`src/rtl/elevator_pkg.sv`:
```
// Shared encodings for the elevator dispatcher: FSM states, travel direction and the
// "no floor blocked" marker used on buttons_blocked.
package elevator_pkg;

  typedef enum logic [2:0] {
    IDLE,
    CHECK,
    MOVE_UP,
    MOVE_DOWN,
    DOOR_OPEN
  } state_t;

  typedef enum logic {
    UP   = 1'b0,
    DOWN = 1'b1
  } dir_t;

  localparam logic [3:0] BLOCK_NONE = 4'hF;

  function automatic int maxInt(input int a, input int b);
    return (a > b) ? a : b;
  endfunction

endpackage

```
`src/rtl/elevator_dispatcher_timer.sv`:
```
// elev_timer: loadable down-counter shared by car travel and door dwell.
// done is high whenever the count sits at zero.
module elev_timer #(
  parameter int WIDTH = 6
) (
  input  logic             clk,
  input  logic             reset,
  input  logic             load,
  input  logic [WIDTH-1:0] load_value,
  output logic             done
);

  logic [WIDTH-1:0] count_q;

  always_ff @(posedge clk or posedge reset) begin
    if (reset) begin
      count_q <= '0;
    end else if (load) begin
      count_q <= load_value;
    end else if (count_q != '0) begin
      count_q <= count_q - 1'b1;
    end
  end

  assign done = (count_q == '0);

endmodule

```
`src/rtl/elevator_dispatcher.sv`:
```
// Collective up/down elevator dispatcher: scans latched requests, moves the car, opens the door
// and pulses inactivate bits for served calls. Optional door hold input: ELEVATOR_DOOR_HOLD_EN.
module elevator_dispatcher
  import elevator_pkg::*;
#(
  parameter int BUTTONS_WIDTH = 8,
  parameter int MOVE_CYCLES   = 16,
  parameter int DOOR_CYCLES   = 32
) (
  input  logic                     clk,
  input  logic                     reset,
  input  logic [BUTTONS_WIDTH-1:0] active_in_levels,
  input  logic [BUTTONS_WIDTH-1:0] active_out_up_levels,
  input  logic [BUTTONS_WIDTH-1:0] active_out_down_levels,
`ifdef ELEVATOR_DOOR_HOLD_EN
  input  logic                     door_hold,
`endif
  output logic [BUTTONS_WIDTH-1:0] inactivate_in_levels,
  output logic [BUTTONS_WIDTH-1:0] inactivate_out_up_levels,
  output logic [BUTTONS_WIDTH-1:0] inactivate_out_down_levels,
  output logic [3:0]               buttons_blocked,
  output logic [3:0]               current_floor,
  output logic                     motor_up,
  output logic                     motor_down,
  output logic                     door_open
);

  localparam int TIMER_W = $clog2(maxInt(MOVE_CYCLES, DOOR_CYCLES) + 1);
  localparam logic [TIMER_W-1:0] MOVE_LOAD = TIMER_W'(MOVE_CYCLES - 1);
  localparam logic [TIMER_W-1:0] DOOR_LOAD = TIMER_W'(DOOR_CYCLES - 1);

  state_t                   state_q;
  dir_t                     dir_q;
  logic [3:0]               floor_q;
  logic [3:0]               blocked_q;
  logic                     motorUp_q;
  logic                     motorDown_q;
  logic                     doorOpen_q;
  logic [BUTTONS_WIDTH-1:0] inactIn_q;
  logic [BUTTONS_WIDTH-1:0] inactUp_q;
  logic [BUTTONS_WIDTH-1:0] inactDown_q;

  logic [BUTTONS_WIDTH-1:0] req;
  logic [BUTTONS_WIDTH-1:0] here;
  logic                     above;
  logic                     below;
  logic                     reqHere;
  logic                     furtherInDir;
  logic                     stopHere;
  logic                     serveUp;
  logic                     serveDown;
  logic                     goUp;
  logic                     goDown;
  logic                     holdActive;
  logic                     timerLoad;
  logic [TIMER_W-1:0]       timerValue;
  logic                     timerDone;

  assign req = active_in_levels | active_out_up_levels | active_out_down_levels;

  always_comb begin
    here  = '0;
    above = 1'b0;
    below = 1'b0;
    for (int i = 0; i < BUTTONS_WIDTH; i++) begin
      if (4'(i) == floor_q) here[i] = 1'b1;
      if (4'(i) > floor_q) above = above | req[i];
      if (4'(i) < floor_q) below = below | req[i];
    end
  end

  assign reqHere      = |(req & here);
  assign furtherInDir = (dir_q == UP) ? above : below;
  assign stopHere     = (|(active_in_levels & here))
                      || ((dir_q == UP) && (|(active_out_up_levels & here)))
                      || ((dir_q == DOWN) && (|(active_out_down_levels & here)))
                      || (reqHere && !furtherInDir);

  // A hall call against the current direction is also served when nothing lies further
  // ahead, otherwise a turnaround stop would reopen the door on the same call forever.
  assign serveUp   = (dir_q == UP) || !above || !furtherInDir;
  assign serveDown = (dir_q == DOWN) || !below || !furtherInDir;

  assign goUp   = above && ((dir_q == UP) || !below);
  assign goDown = below && !((dir_q == UP) && above);

`ifdef ELEVATOR_DOOR_HOLD_EN
  assign holdActive = door_hold;
`else
  assign holdActive = 1'b0;
`endif

  assign timerLoad  = (state_q == CHECK) || ((state_q == DOOR_OPEN) && holdActive);
  assign timerValue = ((state_q == CHECK) && !stopHere) ? MOVE_LOAD : DOOR_LOAD;

  elev_timer #(
    .WIDTH(TIMER_W)
  ) u_timer (
    .clk       (clk),
    .reset     (reset),
    .load      (timerLoad),
    .load_value(timerValue),
    .done      (timerDone)
  );

  always_ff @(posedge clk or posedge reset) begin
    if (reset) begin
      state_q     <= IDLE;
      dir_q       <= UP;
      floor_q     <= 4'd0;
      blocked_q   <= BLOCK_NONE;
      motorUp_q   <= 1'b0;
      motorDown_q <= 1'b0;
      doorOpen_q  <= 1'b0;
      inactIn_q   <= '0;
      inactUp_q   <= '0;
      inactDown_q <= '0;
    end else begin
      inactIn_q   <= '0;
      inactUp_q   <= '0;
      inactDown_q <= '0;
      case (state_q)
        IDLE: begin
          if (req != '0) state_q <= CHECK;
        end
        CHECK: begin
          if (stopHere) begin
            state_q     <= DOOR_OPEN;
            doorOpen_q  <= 1'b1;
            blocked_q   <= floor_q;
            inactIn_q   <= active_in_levels & here;
            inactUp_q   <= serveUp ? (active_out_up_levels & here) : '0;
            inactDown_q <= serveDown ? (active_out_down_levels & here) : '0;
          end else if (goUp) begin
            state_q   <= MOVE_UP;
            dir_q     <= UP;
            motorUp_q <= 1'b1;
          end else if (goDown) begin
            state_q     <= MOVE_DOWN;
            dir_q       <= DOWN;
            motorDown_q <= 1'b1;
          end else begin
            state_q <= IDLE;
          end
        end
        MOVE_UP: begin
          if (timerDone) begin
            floor_q   <= floor_q + 4'd1;
            motorUp_q <= 1'b0;
            state_q   <= CHECK;
          end
        end
        MOVE_DOWN: begin
          if (timerDone) begin
            floor_q     <= floor_q - 4'd1;
            motorDown_q <= 1'b0;
            state_q     <= CHECK;
          end
        end
        DOOR_OPEN: begin
          if (timerDone && !holdActive) begin
            doorOpen_q <= 1'b0;
            blocked_q  <= BLOCK_NONE;
            state_q    <= CHECK;
          end
        end
        default: begin
          state_q <= IDLE;
        end
      endcase
    end
  end

  assign inactivate_in_levels       = inactIn_q;
  assign inactivate_out_up_levels   = inactUp_q;
  assign inactivate_out_down_levels = inactDown_q;
  assign buttons_blocked            = blocked_q;
  assign current_floor              = floor_q;
  assign motor_up                   = motorUp_q;
  assign motor_down                 = motorDown_q;
  assign door_open                  = doorOpen_q;

endmodule

```
`config.mk`:
```
export PLATFORM = sky130hd
export DESIGN_NAME = elevator_dispatcher
export DESIGN_NICKNAME = d
export VERILOG_FILES = /design/src/rtl/elevator_pkg.sv /design/src/rtl/elevator_dispatcher_timer.sv /design/src/rtl/elevator_dispatcher.sv
export SDC_FILE = /design/constraint.sdc
export NUM_CORES = 1
export LEC_CHECK = 0
export ABC_AREA = 1
export CAP_MARGIN = 20
export CORE_MARGIN = 1
export CORE_UTILIZATION = 54
export DETAILED_ROUTE_END_ITERATION = 7
export GPL_TIMING_DRIVEN = 0
export PLACE_DENSITY_LB_ADDON = 0.05
export SYNTH_ARGS = -nofsm -noshare
export SYNTH_HDL_FRONTEND = slang
export SYNTH_SLANG_ARGS = --single-unit
```
`constraint.sdc`:
```
create_clock -name clk -period 5.2 [get_ports clk]
set_clock_uncertainty 0.2 [all_clocks]
set_input_delay 1.04 -clock clk [delete_from_list [all_inputs] [get_ports clk]]
set_output_delay 1.04 -clock clk [all_outputs]
set_load 0.02 [all_outputs]
```
==> results.sh, run 1 <==
export IMPL_ant_nets=0
export IMPL_synth_ff_type="dfrtp_1"
export IMPL_cts_buffers=5
export IMPL_leakagePower_nw=1.67
export IMPL_regToRegStartpoint="current_floor[0]"
export IMPL_first_global_vias=2428
export IMPL_criticalPathCategory="in -> reg"
export IMPL_critPathMaxStageDelay_ns=0.44
export IMPL_status="complete, but fails checks"
export IMPL_synth_distinct_cells=27
export IMPL_max_slew_margin=0.410
export IMPL_drtIter0Drc=141
export IMPL_top_level_ports=61
export IMPL_area_growth_pct=30.3
export IMPL_path_common_cell="nand2_1"
export IMPL_multiInputGateArea_um2=1190
export IMPL_crit_buf_inv=3
export IMPL_num_vias=2363
export IMPL_hp_class="reg -> reg"
export IMPL_cts_tree="built"
export IMPL_final_util=0.742
export IMPL_dr_pass1_iters=6
export IMPL_dp_cells=444
export IMPL_whs_path_depth=2
export IMPL_die_w_um=70.5
export IMPL_fin_nets=432
export IMPL_violations="DRC"
export IMPL_cpMaxStageDelayCell="clkdlybuf4s50_1"
export IMPL_yosysWarnings=0
export IMPL_wl_per_cell_um=14.6
export IMPL_synth_avg_cell_area_um2=7.63
export IMPL_finalNonFillerCells=452
export IMPL_htreeDepth=2
export IMPL_post_cts_setup_buffers=0
export IMPL_drive_gt1_frac=0.0900
export IMPL_worstRegToRegCells=16
export IMPL_fmax_ghz=0.350
export IMPL_grt_max_degree=46
export IMPL_r2r_end="state_q[2]"
export IMPL_setup_viol=0
export IMPL_rrSetupSlack_ns=2.53
export IMPL_synth_edff_count=0
export IMPL_clkTransAtPathRegs_ns=0.08
export IMPL_clockBufferDepth=2
export IMPL_die_area_um2=4970
export IMPL_rsz0062_at_grt="false"
export IMPL_num_fill_cells=368
export IMPL_rows=24
export IMPL_ys_ff_latch=45
export IMPL_core_um2=4440
export IMPL_cp_end_kind="flip-flop"
export IMPL_n_antenna_cell=0
export IMPL_vias_per_cell=5.23
export IMPL_holdPathEnd="buttons_blocked[3]"
export IMPL_grt_pass1_wl_um=11100
export IMPL_power_mw=1.63
export IMPL_insertion_delay_ns=0.29
export IMPL_initial_core_util=0.570
export IMPL_postRouteWirelength_um=6620
export IMPL_design_area_um2=3300
export IMPL_required_ns=5.22
export IMPL_start_kind="input pin"
export IMPL_ir_drop_v=0.000462
export IMPL_clock_sinks=45
export IMPL_syn_num_nets=365
export IMPL_crit_path_max_fanout=10
export IMPL_hp_start="buttons_blocked[3]"
export IMPL_ys_seq_area_frac=0.447
export IMPL_register_area_um2=1130
export IMPL_path_delay_family="simple AND/OR/NAND/NOR gates"
export IMPL_dp_hpwl_um=5120
export IMPL_cts_root_buf="clkbuf_8"
export IMPL_critPathArrivalTime_ns=2.87
export IMPL_netlist_instances=332
export IMPL_cts_repair_resized=0
export IMPL_synth_area_um2=2530
export IMPL_placed_cell_area_um2=3200
export IMPL_worst_slew_pin_slew_ns=0.884
export IMPL_finalCritPeriodShare=0.549
export IMPL_die_h_um=70.5
export IMPL_grt_use_total=0.291
export IMPL_finalCriticalPeriod_ns=2.86
export IMPL_gp_congestion=0.899
export IMPL_path_cells="clkdlybuf4s50_1, nor2_1, nand2_1, nand3_1, nand2_1, nor2_2, nand3_1, nand2_1, nand2_1, nand2_1, nand2_1, buf_6, buf_6, nor3b_2"
export IMPL_powerDensity_nw_per_um2=495
export IMPL_hold_viol=0
export IMPL_setup_tns_ns=0
export IMPL_drcViolationCount=16
export IMPL_overflow=0
export IMPL_drv_cap=0
export IMPL_grt_antenna_before_repair=0
export IMPL_finalMaxSlewViolations=0
export IMPL_async_flop_share=1.00
export IMPL_port_buffers=60
export IMPL_ctsHoldBuffers=0
## tightest hold or removal path, delay by kind of cell (launching register included)
| kind | cells | cell delay (ns) |
|---|---|---|
| and+or+nand+nor | 2 | 0.11 |
| DFF | 1 | 0.38 |
## state kept, by name, summed over array words and instances (netlist names), 3 cells and up
register,count
buttons_blocked,4
state_q,3
current_floor,4
inactivate_in_levels,8
inactivate_out_down_levels,8
inactivate_out_up_levels,8
u_timer.count_q,6
## final cells by class
class                      count  area share
inverter                      42      0.0478
clock inverter                 1     0.00152
clock buffer                   7      0.0292
tap                           52      0.0197
timing repair buffer          60       0.182
sequential                    45       0.343
buffer                         5      0.0152
multi-input combinational    240       0.362
## how the worst max path moves through the flow
stage	startpoint	cells after the start	end	slack [ns]
2_1_floorplan	active_in_levels[6]	13	inactivate_out_up_levels[5]	2.78
3_3_place_gp	active_out_up_levels[2]	14	inactivate_out_up_levels[5]	2.04
3_5_place_dp	active_in_levels[6]	14	inactivate_out_down_levels[0]	2.05
4_1_cts	active_in_levels[6]	14	inactivate_out_down_levels[0]	2.35
5_1_grt	active_out_up_levels[1]	14	inactivate_out_down_levels[0]	2.12
6_report	active_in_levels[6]	14	inactivate_out_down_levels[1]	2.34
## cell families (layout without fill, tap and decap cells)
kind of cell	count (synthesis)	in the layout	synth area share
fa+ha+maj	7	7	0.0346
compound gates	19	19	0.0400
flops	45	45	0.447
simple gates	208	208	0.376
xor+xnor	6	6	0.0208
buf+inv	47	115	0.0820
## cell usage after synthesis (2+ instances only)
cell type,instances,share of area
nand2_1,97,0.14
nor2_1,46,0.068
dfrtp_1,41,0.41
inv_1,36,0.053
nand3_1,32,0.063
nor3b_1,13,0.039
a21oi_1,9,0.018
ha_1,7,0.035
o21ai_0,7,0.014
xor2_1,6,0.021
inv_2,5,0.0074
buf_6,4,0.018
dfstp_2,4,0.042
nor2_2,4,0.0099
nor3_1,4,0.0079
nor3b_2,3,0.015
nand2_2,2,0.0049
nor4_1,2,0.0049
or2_2,2,0.0049
## through the flow
| stage | worst slack [ns] | hold slack, ns |
|---|---|---|
| floorplan | 2.78 | 0.270 |
| global placement | 2.04 | 0.266 |
| detailed placement | 2.05 | 0.271 |
| CTS | 2.35 | 0.286 |
| global route | 2.12 | 0.310 |
| finish | 2.34 | 0.284 |
## report_power, final
part           internal, mW  leakage (nW)  switching, mW
registers             0.428         0.583         0.0592
clock network         0.120        0.0542          0.116
logic                 0.353          1.03          0.556
## metal layers
layer  track usage  vias to the layer above  share of wire
met5             0                        -              0
met4         0.125                        0          0.022
met3        0.0519                       13          0.046
met2         0.515                       71           0.50
met1         0.346                     1109           0.43
li1              -                     1170              -
## placed cells by master, fill, tap and decap left out, drive strengths merged
| cell type | netlist | layout |
|---|---|---|
| nor4 | 2 | 2 |
| nor3 | 4 | 4 |
| a21oi | 9 | 9 |
| o31ai | 1 | 1 |
| o22ai | 1 | 1 |
| or2 | 2 | 2 |
| inv | 41 | 41 |
| buf | 5 | 5 |
| nor3b | 16 | 16 |
| o211ai | 1 | 1 |
| ha | 7 | 7 |
| nor2 | 52 | 52 |
| clkinv | 1 | 2 |
| xor2 | 6 | 6 |
| clkbuf | 0 | 7 |
| dfrtp | 41 | 41 |
| o21ai | 7 | 7 |
| nand3 | 32 | 32 |
| nand4 | 1 | 1 |
| nand2 | 99 | 99 |
| dfstp | 4 | 4 |
| clkdlybuf4s50 | 0 | 60 |
Power figures use the tool's default switching activity.
==> run 2: changes to the inputs <==
- CORE_UTILIZATION: 54 -> 50
- clock period: 5.2 -> 2.8 ns (I/O delays scaled with it)
==> results.sh, run 2 (same netlist as run 1, synthesis figures left out) <==
export IMPL_status="finished clean"
export IMPL_cpMaxStageDelayCell="dfrtp_2"
export IMPL_grt_pass1_wl_um=10200
export IMPL_layout_common_cells="97 x nand2_1, 60 x clkdlybuf4s50_1, 46 x nor2_1"
export IMPL_grt_use_total=0.258
export IMPL_first_global_vias=2205
export IMPL_hold_viol=0
export IMPL_critPathMaxStageDelay_ns=0.45
export IMPL_fin_nets=434
export IMPL_critPathArrivalTime_ns=2.52
export IMPL_finalMaxSlewViolations=0
export IMPL_initial_core_util=0.529
export IMPL_ant_nets=0
export IMPL_crit_buf_inv=4
export IMPL_placed_cell_area_um2=3220
export IMPL_cts_root_buf="clkbuf_8"
export IMPL_vias_per_cell=5.02
export IMPL_path_common_cell="nand2_1"
export IMPL_drcViolationCount=0
export IMPL_finalCriticalPeriod_ns=2.57
export IMPL_design_area_um2=3360
export IMPL_start_kind="flip-flop"
export IMPL_clock_sinks=45
export IMPL_criticalPathCategory="reg -> reg"
export IMPL_area_growth_pct=32.7
export IMPL_rsz0062_at_grt="false"
export IMPL_grt_max_degree=46
export IMPL_insertion_delay_ns=0.30
export IMPL_clkTransAtPathRegs_ns=0.08
export IMPL_ir_drop_v=0.000727
export IMPL_cp_end_kind="flip-flop"
export IMPL_required_ns=2.75
export IMPL_port_buffers=60
export IMPL_wl_per_cell_um=13.7
export IMPL_drv_cap=0
export IMPL_clockBufferDepth=2
export IMPL_dp_hpwl_um=4850
export IMPL_htreeDepth=2
export IMPL_die_w_um=73.2
export IMPL_cts_tree="built"
export IMPL_max_slew_margin=0.401
export IMPL_postRouteWirelength_um=6410
export IMPL_final_common_cell="nand2_1"
export IMPL_core_um2=4790
export IMPL_overflow=0
export IMPL_n_antenna_cell=0
export IMPL_gp_congestion=0.904
export IMPL_rows=25
export IMPL_fmax_ghz=0.390
export IMPL_setup_tns_ns=0
export IMPL_hp_class="reg -> reg"
export IMPL_grt_antenna_before_repair=0
export IMPL_die_area_um2=5350
export IMPL_finalNonFillerCells=469
export IMPL_top_level_ports=61
export IMPL_path_cells="inv_2, ha_1, nand3_2, inv_1, nand2_1, nand2_1, nor2_1, nand2_1, nand2_1, nand2_1, nor2_1, nand2_1, nand2_1, buf_6, buf_6, o21ai_0"
export IMPL_dp_cells=459
export IMPL_setup_viol=0
export IMPL_num_vias=2353
export IMPL_cts_buffers=5
export IMPL_dr_pass1_iters=4
export IMPL_die_h_um=73.2
export IMPL_path_delay_family="simple AND/OR/NAND/NOR gates"
export IMPL_drive_gt1_frac=0.102
export IMPL_crit_path_max_fanout=10
export IMPL_worst_slew_pin_slew_ns=0.897
export IMPL_powerDensity_nw_per_um2=932
export IMPL_drtIter0Drc=128
export IMPL_finalCritPeriodShare=0.917
export IMPL_leakagePower_nw=1.68
[run 2: cell types whose count changed in the layout (fill, tap and decap cells not counted)]
cell | before | now
buf_4 | 0 | 2
bufinv_16 | 0 | 1
clkbuf_8 | 7 | 6
clkinv_2 | 1 | 0
clkinvlp_4 | 0 | 1
dfrtp_1 | 41 | 39
dfrtp_2 | 0 | 2
nand3_1 | 32 | 31
nand3_2 | 0 | 1
[run 2: area by class of cell]
cell class / count / area [µm²]
well taps: 67 / 83.8
clock buffers: 6 / 82.6
flip-flops and latches: 45 / 1130
repair buffers: 62 / 616
plain buffers: 5 / 50.0
inverters: 42 / 158
clock inverters: 2 / 37.5
fillers: 406 / 1430
multi-input cells: 240 / 1200
[run 2: power by group]
group | total (mW) | switching, mW | internal (mW)
Clock | 0.511 | 0.221 | 0.290
Combinational | 1.72 | 1.04 | 0.677
Sequential | 0.900 | 0.102 | 0.798
[run 2: final timing paths]
| check | endpoint | slack, ns | cells after the start | from |
|---|---|---|---|---|
| max in group asynchronous | current_floor[0] | 1.21 | 2 | reset |
| worst max register to register | state_q[2] | 0.23 | 16 | current_floor[1] |
| worst min-delay path | buttons_blocked[3] | 0.28 | 2 | buttons_blocked[3] |
| worst max-delay path | state_q[2] | 0.23 | 16 | current_floor[1] |
| min in group asynchronous | inactivate_in_levels[6] | 0.57 | 2 | reset |
| worst min register to register | buttons_blocked[3] | 0.28 | 2 | buttons_blocked[3] |
[run 2: metal layers]
| metal | routed length (µm) | vias to the layer above | track usage |
|---|---|---|---|
| met5 | 0 | - | 0 |
| li1 | - | 1181 | - |
| met4 | 167 | 0 | 0.144 |
| met1 | 2860 | 1094 | 0.333 |
| met3 | 327 | 14 | 0.0373 |
| met2 | 3050 | 64 | 0.416 |
[run 2: stage by stage]
stage                util  setup slack (ns)  hold WS (ns)  power (mW)
floorplan               -             0.504         0.270        2.09
finish              0.702             0.233         0.281        3.13
CTS                 0.697            0.0905         0.285        3.08
global route        0.702           0.00325         0.300        3.37
global placement    0.672            0.0803         0.266        2.54
detailed placement  0.672            0.0988         0.265        2.56
[run 2: tightest hold or removal path, cell delays in order (launching register included)]
cell	delay [ns]
dfstp_2	0.38
nand3_1	0.07
nand2_1	0.04
[run 2: what timing repair did]
action	in CTS	in global routing
resized for setup	0	3
hold buffers	0	0
buffers inserted	0	2
setup endpoints to repair	0	29
==> run 3: changes to the inputs <==
- CTS_CLUSTER_SIZE: unset -> 10
==> results of run 3 <==
The final DEF is identical to that of run 2; final timing and power are the same.
==> variant 1 (flow settings as in run 2) <==
Change the parameter `BUTTONS_WIDTH` from 8 to 6.
--- a/src/rtl/elevator_dispatcher.sv
+++ b/src/rtl/elevator_dispatcher.sv
@@ -4,5 +4,5 @@
   import elevator_pkg::*;
 #(
-  parameter int BUTTONS_WIDTH = 8,
+  parameter int BUTTONS_WIDTH = 6,
   parameter int MOVE_CYCLES   = 16,
   parameter int DOOR_CYCLES   = 32
Ports: changed (6 resized); port bits go from 61 to 49. The function was not compared with the original's and may differ.
==> variant 1 against run 2 <==
- design area shrank 15%
- setup slack better by 0.038 ns
- sequential share of layout area rose by 0.70 points
- final cell count is 19% lower
- area after synthesis shrank 13%
- wire length fell by 18%
- sequential cell count shrank 6
- critical path depth fell by 2
- highest routed layer unchanged
Power is not compared: it rests on default switching activity, and its combinational part moved more than twofold at a synthesized area within 25%.
==> variant 1: results (changes against run 2) <==
setup_path:
  rrSetupSlack_ns: 0.27  # was 0.23 ns
  cp-startpoint: "current_floor[0]"  # was current_floor[1]
  slowest_delay_ns: 0.42  # was 0.45 ns
  r2r_cells: 14  # was 16
routing:
  wl_um: 5226  # was 6406 um
  dr_wl_met3_um: 369  # was 327 um
  drt_iter0_drc: 134  # was 128
  wl_met1_um: 2325  # was 2863 um
timing:
  relSlewSlack: 0.4680  # was 0.4014
global_route:
  grtUsageMet3: 0.04833  # was 0.03729
  grt_pass1_vias: 1816  # was 2205
  grt_util_all_layers: 0.2421  # was 0.2581
  grt_start_max_net_pins: 40  # was 46
run_status:
  status: "finished, final reports clean"  # unchanged
placed_design:
  placed_cells: 373  # was 459
  placed_cell_area_um2: 2739  # was 3217 um2
  gp_congestion: 0.9099  # was 0.9044
  dp_hpwl_um: 3954  # was 4849 um
  numPortBuffers: 48  # was 60
synthesis:
  avgSynthCellArea_um2: 7.985  # was 7.628 um2
  synth-xor-area-share: 0.02792  # was 0.02075
  synthesis.nets: 302  # was 365
  seq_area_frac_synth: 0.4467  # was 0.4466
  ys_top_cells_by_count: "nand2_1 (57), nor2_1 (49), inv_1 (37)"  # was nand2_1 (97), nor2_1 (46), dfrtp_1 (41)
  synth_compound_area_frac: 0.04900  # was 0.04002
  synthAdderAreaFrac: 0.03989  # was 0.03458
  synthDistinctLibCells: 29  # was 27
  synth_top_cells_by_area: "dfrtp_1 (40%), nand2_1 (9.7%), nor2_1 (8.4%)"  # was dfrtp_1 (41%), nand2_1 (14%), nor2_1 (6.8%)
worst_hold_path:
  hold_end: "motor_down"  # was buttons_blocked[3]
final_layout:
  nets: 357  # was 434
  drive_above_1_share: 0.1148  # was 0.1020
  nFillCells: 343  # was 406
-- variant 1: kinds of logic (layout without fill, tap and decap cells) --
logic type               after synthesis  after routing
AO/OA/AOI/OAI                         19             19
XOR/XNOR                               7              7
adder cells (fa/ha/maj)                7              7
buffers and inverters                 44            100
flip-flops                            39             39
AND/OR/NAND/NOR                      159            159
-- variant 1: report_power, final --
| part | internal [mW] | switching (mW) | leakage [nW] |
|---|---|---|---|
| Clock | 0.267 | 0.193 | 0.0524 |
| Combinational | 0.283 | 0.446 | 0.894 |
| Sequential | 0.684 | 0.0806 | 0.499 |
| Total | 1.23 | 0.720 | 1.45 |
-- variant 1: area by class of cell --
| class | instances | area share |
|---|---|---|
| Sequential cell | 39 | 0.3445 |
| Inverter | 40 | 0.05272 |
| Tap cell | 50 | 0.02197 |
| Clock inverter | 1 | 0.01054 |
| Multi-Input combinational cell | 192 | 0.3612 |
| Buffer | 4 | 0.01362 |
| Timing Repair Buffer | 48 | 0.1687 |
| Clock buffer | 7 | 0.02680 |
==> variant 2 (flow settings as in run 2) <==
Without the edit above. Make the reset (`reset`) synchronous in 2 clocked blocks.
--- a/src/rtl/elevator_dispatcher_timer.sv
+++ b/src/rtl/elevator_dispatcher_timer.sv
@@ -13,5 +13,5 @@
   logic [WIDTH-1:0] count_q;
 
-  always_ff @(posedge clk or posedge reset) begin
+  always_ff @(posedge clk) begin
     if (reset) begin
       count_q <= '0;
--- a/src/rtl/elevator_dispatcher.sv
+++ b/src/rtl/elevator_dispatcher.sv
@@ -104,5 +104,5 @@
   );
 
-  always_ff @(posedge clk or posedge reset) begin
+  always_ff @(posedge clk) begin
     if (reset) begin
       state_q     <= IDLE;
Behaviour: differs if reset is asserted again (counterexample within 4 cycles, from zero or initial values and one cycle with reset high); with reset held inactive, the same outputs for 10 cycles.
==> variant 2 against run 2 <==
- the run now ends with DRC left
- area after synthesis is 7.0% lower
- wire length is 10% lower
- global-route usage is 1.5 points lower
- setup slack worse by 0.016 ns
- first-iteration DRC count is 39% higher
- sequential cell count stayed put
- sequential share of layout area is 4.7 points lower
- critical path depth is 1 lower
- design area is 7.5% lower
- critical path type unchanged
- critical endpoint is now buttons_blocked[2]
Power is not compared: it rests on default switching activity, and its combinational part moved more than twofold at a synthesized area within 25%.
==> variant 2: results (changes against run 2) <==
run_status:
  status: "complete, but fails checks"  # was finished, final reports clean
  violations: "DRC"
pwr:
  max-vdd-ir-drop_mv: 0.4770
  p_leak_nw: 1.417
placed_design:
  numPortBuffers: 60  # unchanged
  gp_congestion: 0.8664  # was 0.9044
  pre_cts_ws_ns: -0.01694  # was 0.09885 ns
  dp_hpwl_um: 4507  # was 4849 um
synthesis:
  synth_top_cells_by_area: "dfxtp_1 (38%), nand2_1 (12%), nor2_1 (9.2%)"  # was dfrtp_1 (41%), nand2_1 (14%), nor2_1 (6.8%)
  yosys_warnings: 0  # unchanged
  seq_area_frac_synth: 0.3826  # was 0.4466
  async_reset_ff_frac: 0  # was 1.000
  synthesis.nets: 377  # was 365
  ys_top_cells_by_count: "nand2_1 (76), nor2_1 (58), dfxtp_1 (45)"  # was nand2_1 (97), nor2_1 (46), dfrtp_1 (41)
  synthDistinctLibCells: 34  # was 27
setup_path:
  criticalPathCategory: "reg -> reg"  # unchanged
  crit_fanout: 10  # unchanged
  regToRegStartpoint: "current_floor[1]"  # unchanged
  crit_arrival_ns: 2.59  # was 2.52 ns
cts:
  cts_root_buf: "clkbuf_8"  # unchanged
  clk_path_buf_depth: 2  # unchanged
  htreeDepth: 2  # unchanged
  path_clk_slew_ns: 0.08  # about the same
  clk_latency_ns: 0.30  # about the same
  cts_made_buffers: 5  # unchanged
  post_cts_buffers: 0  # unchanged
routing:
  wire_per_inst_um: 12.42  # was 13.66 um
  vias: 2384  # was 2353
  drc: 10  # was 0
  first_pass_iters: 7  # was 4
  drt_iter0_drc: 178  # was 128
  antenna_left: 0  # unchanged
worst_hold_path:
  worstHoldStart: "motor_down"  # was buttons_blocked[3]
  hold_class: "reg -> reg"  # unchanged
global_route:
  grt_pass1_vias: 2142  # was 2205
  grtUsageMet3: 0.04701  # was 0.03729
  grt_pass1_wl_um: 9597  # was 10170 um
  use_met2: 0.4358  # was 0.4156
  grt_start_max_net_pins: 13  # was 46
  grt_antenna_before_repair: 0  # unchanged
  grt_util_all_layers: 0.2434  # was 0.2581
  grt_use_met1: 0.2899  # was 0.3330
final_layout:
  antenna_cells: 0  # unchanged
  nFillCells: 407  # was 406
  nets: 444  # was 434
  drive_above_1_share: 0.1022  # was 0.1020
timing:
  worst_pin_slew_ns: 0.4562  # was 0.8966 ns
die:
  dieArea_um2: 4988  # was 5353 um2
-- variant 2: changes by cell type in the layout (fill, tap and decap cells not counted), sizes merged, moves of 4 or more --
cell / run 2 / this run
a21oi: 9 / 14
xor2: 6 / 2
dfxtp: 0 / 45
o21ai: 7 / 15
nand4: 1 / 6
nor3b: 16 / 0
dfstp: 4 / 0
dfrtp: 41 / 0
nor2: 52 / 65
nand2: 99 / 85
inv: 41 / 49
-- variant 2: where the power goes --
part           switching, mW  internal, mW
Combinational          0.290         0.201
Clock                  0.204         0.196
Sequential            0.0426         0.704
Total                  0.537          1.10
-- variant 2: per-layer routing --
layer  part of all wire  wire [um]
met1               0.44       2519
met2               0.48       2771
met3              0.061        350
met4              0.019        110
met5                  0          0
-- variant 2: worst paths after layout --
kind,endpoint,slack (ns),depth (start not counted)
worst max register to register,buttons_blocked[2],0.22,15
worst min-delay path,motor_down,0.28,2
worst max-delay path,buttons_blocked[2],0.22,15
worst min register to register,motor_down,0.28,2
-- variant 2: per-stage QoR --
stage / setup TNS [ns] / std cells / cell area, um2
2_1_floorplan: 0 / 344 / 2355
3_3_place_gp: -0.007969 / 456 / 3020
3_5_place_dp: -0.01694 / 456 / 3020
4_1_cts: 0 / 463 / 3107
5_1_grt: 0 / 463 / 3108
6_report: 0 / 463 / 3108
-- variant 2: final cells by class --
cell class                 count  area share
multi-input combinational    243      0.3933
inverter                      49     0.05918
buffer                         7     0.01530
tap                           52     0.02093
timing repair buffer          60      0.1932
clock buffer                   7     0.02778
sequential                    45      0.2903
-- variant 2: cells by family (layout without fill, tap and decap cells) --
logic type	count (synthesis)	after routing	share of synthesized area
and+or+nand+nor	195	195	0.3783
buffers and inverters	56	123	0.09830
DFF	45	45	0.3826
AOI/OAI and AO/OA	38	38	0.09246
adders and majority gates	7	7	0.03719
xor gates and xnor gates	3	3	0.01116
-- variant 2: repair_timing --
item	CTS	global route
endpoints found under the setup margin	0	3
hold endpoints to repair	0	0
resized for setup	0	1
-- variant 2: worst max-delay path, cell delays in order (launching register included) --
cell,delay (ns)
dfxtp_1,0.34
buf_2,0.19
inv_1,0.11
ha_1,0.29
inv_1,0.12
nor2_4,0.17
nand2_1,0.07
nand3_1,0.10
nand3_2,0.13
nand2_1,0.13
nand3_2,0.10
nand2_4,0.10
nand3_4,0.09
buf_6,0.17
o22ai_2,0.15
inv_2,0.03
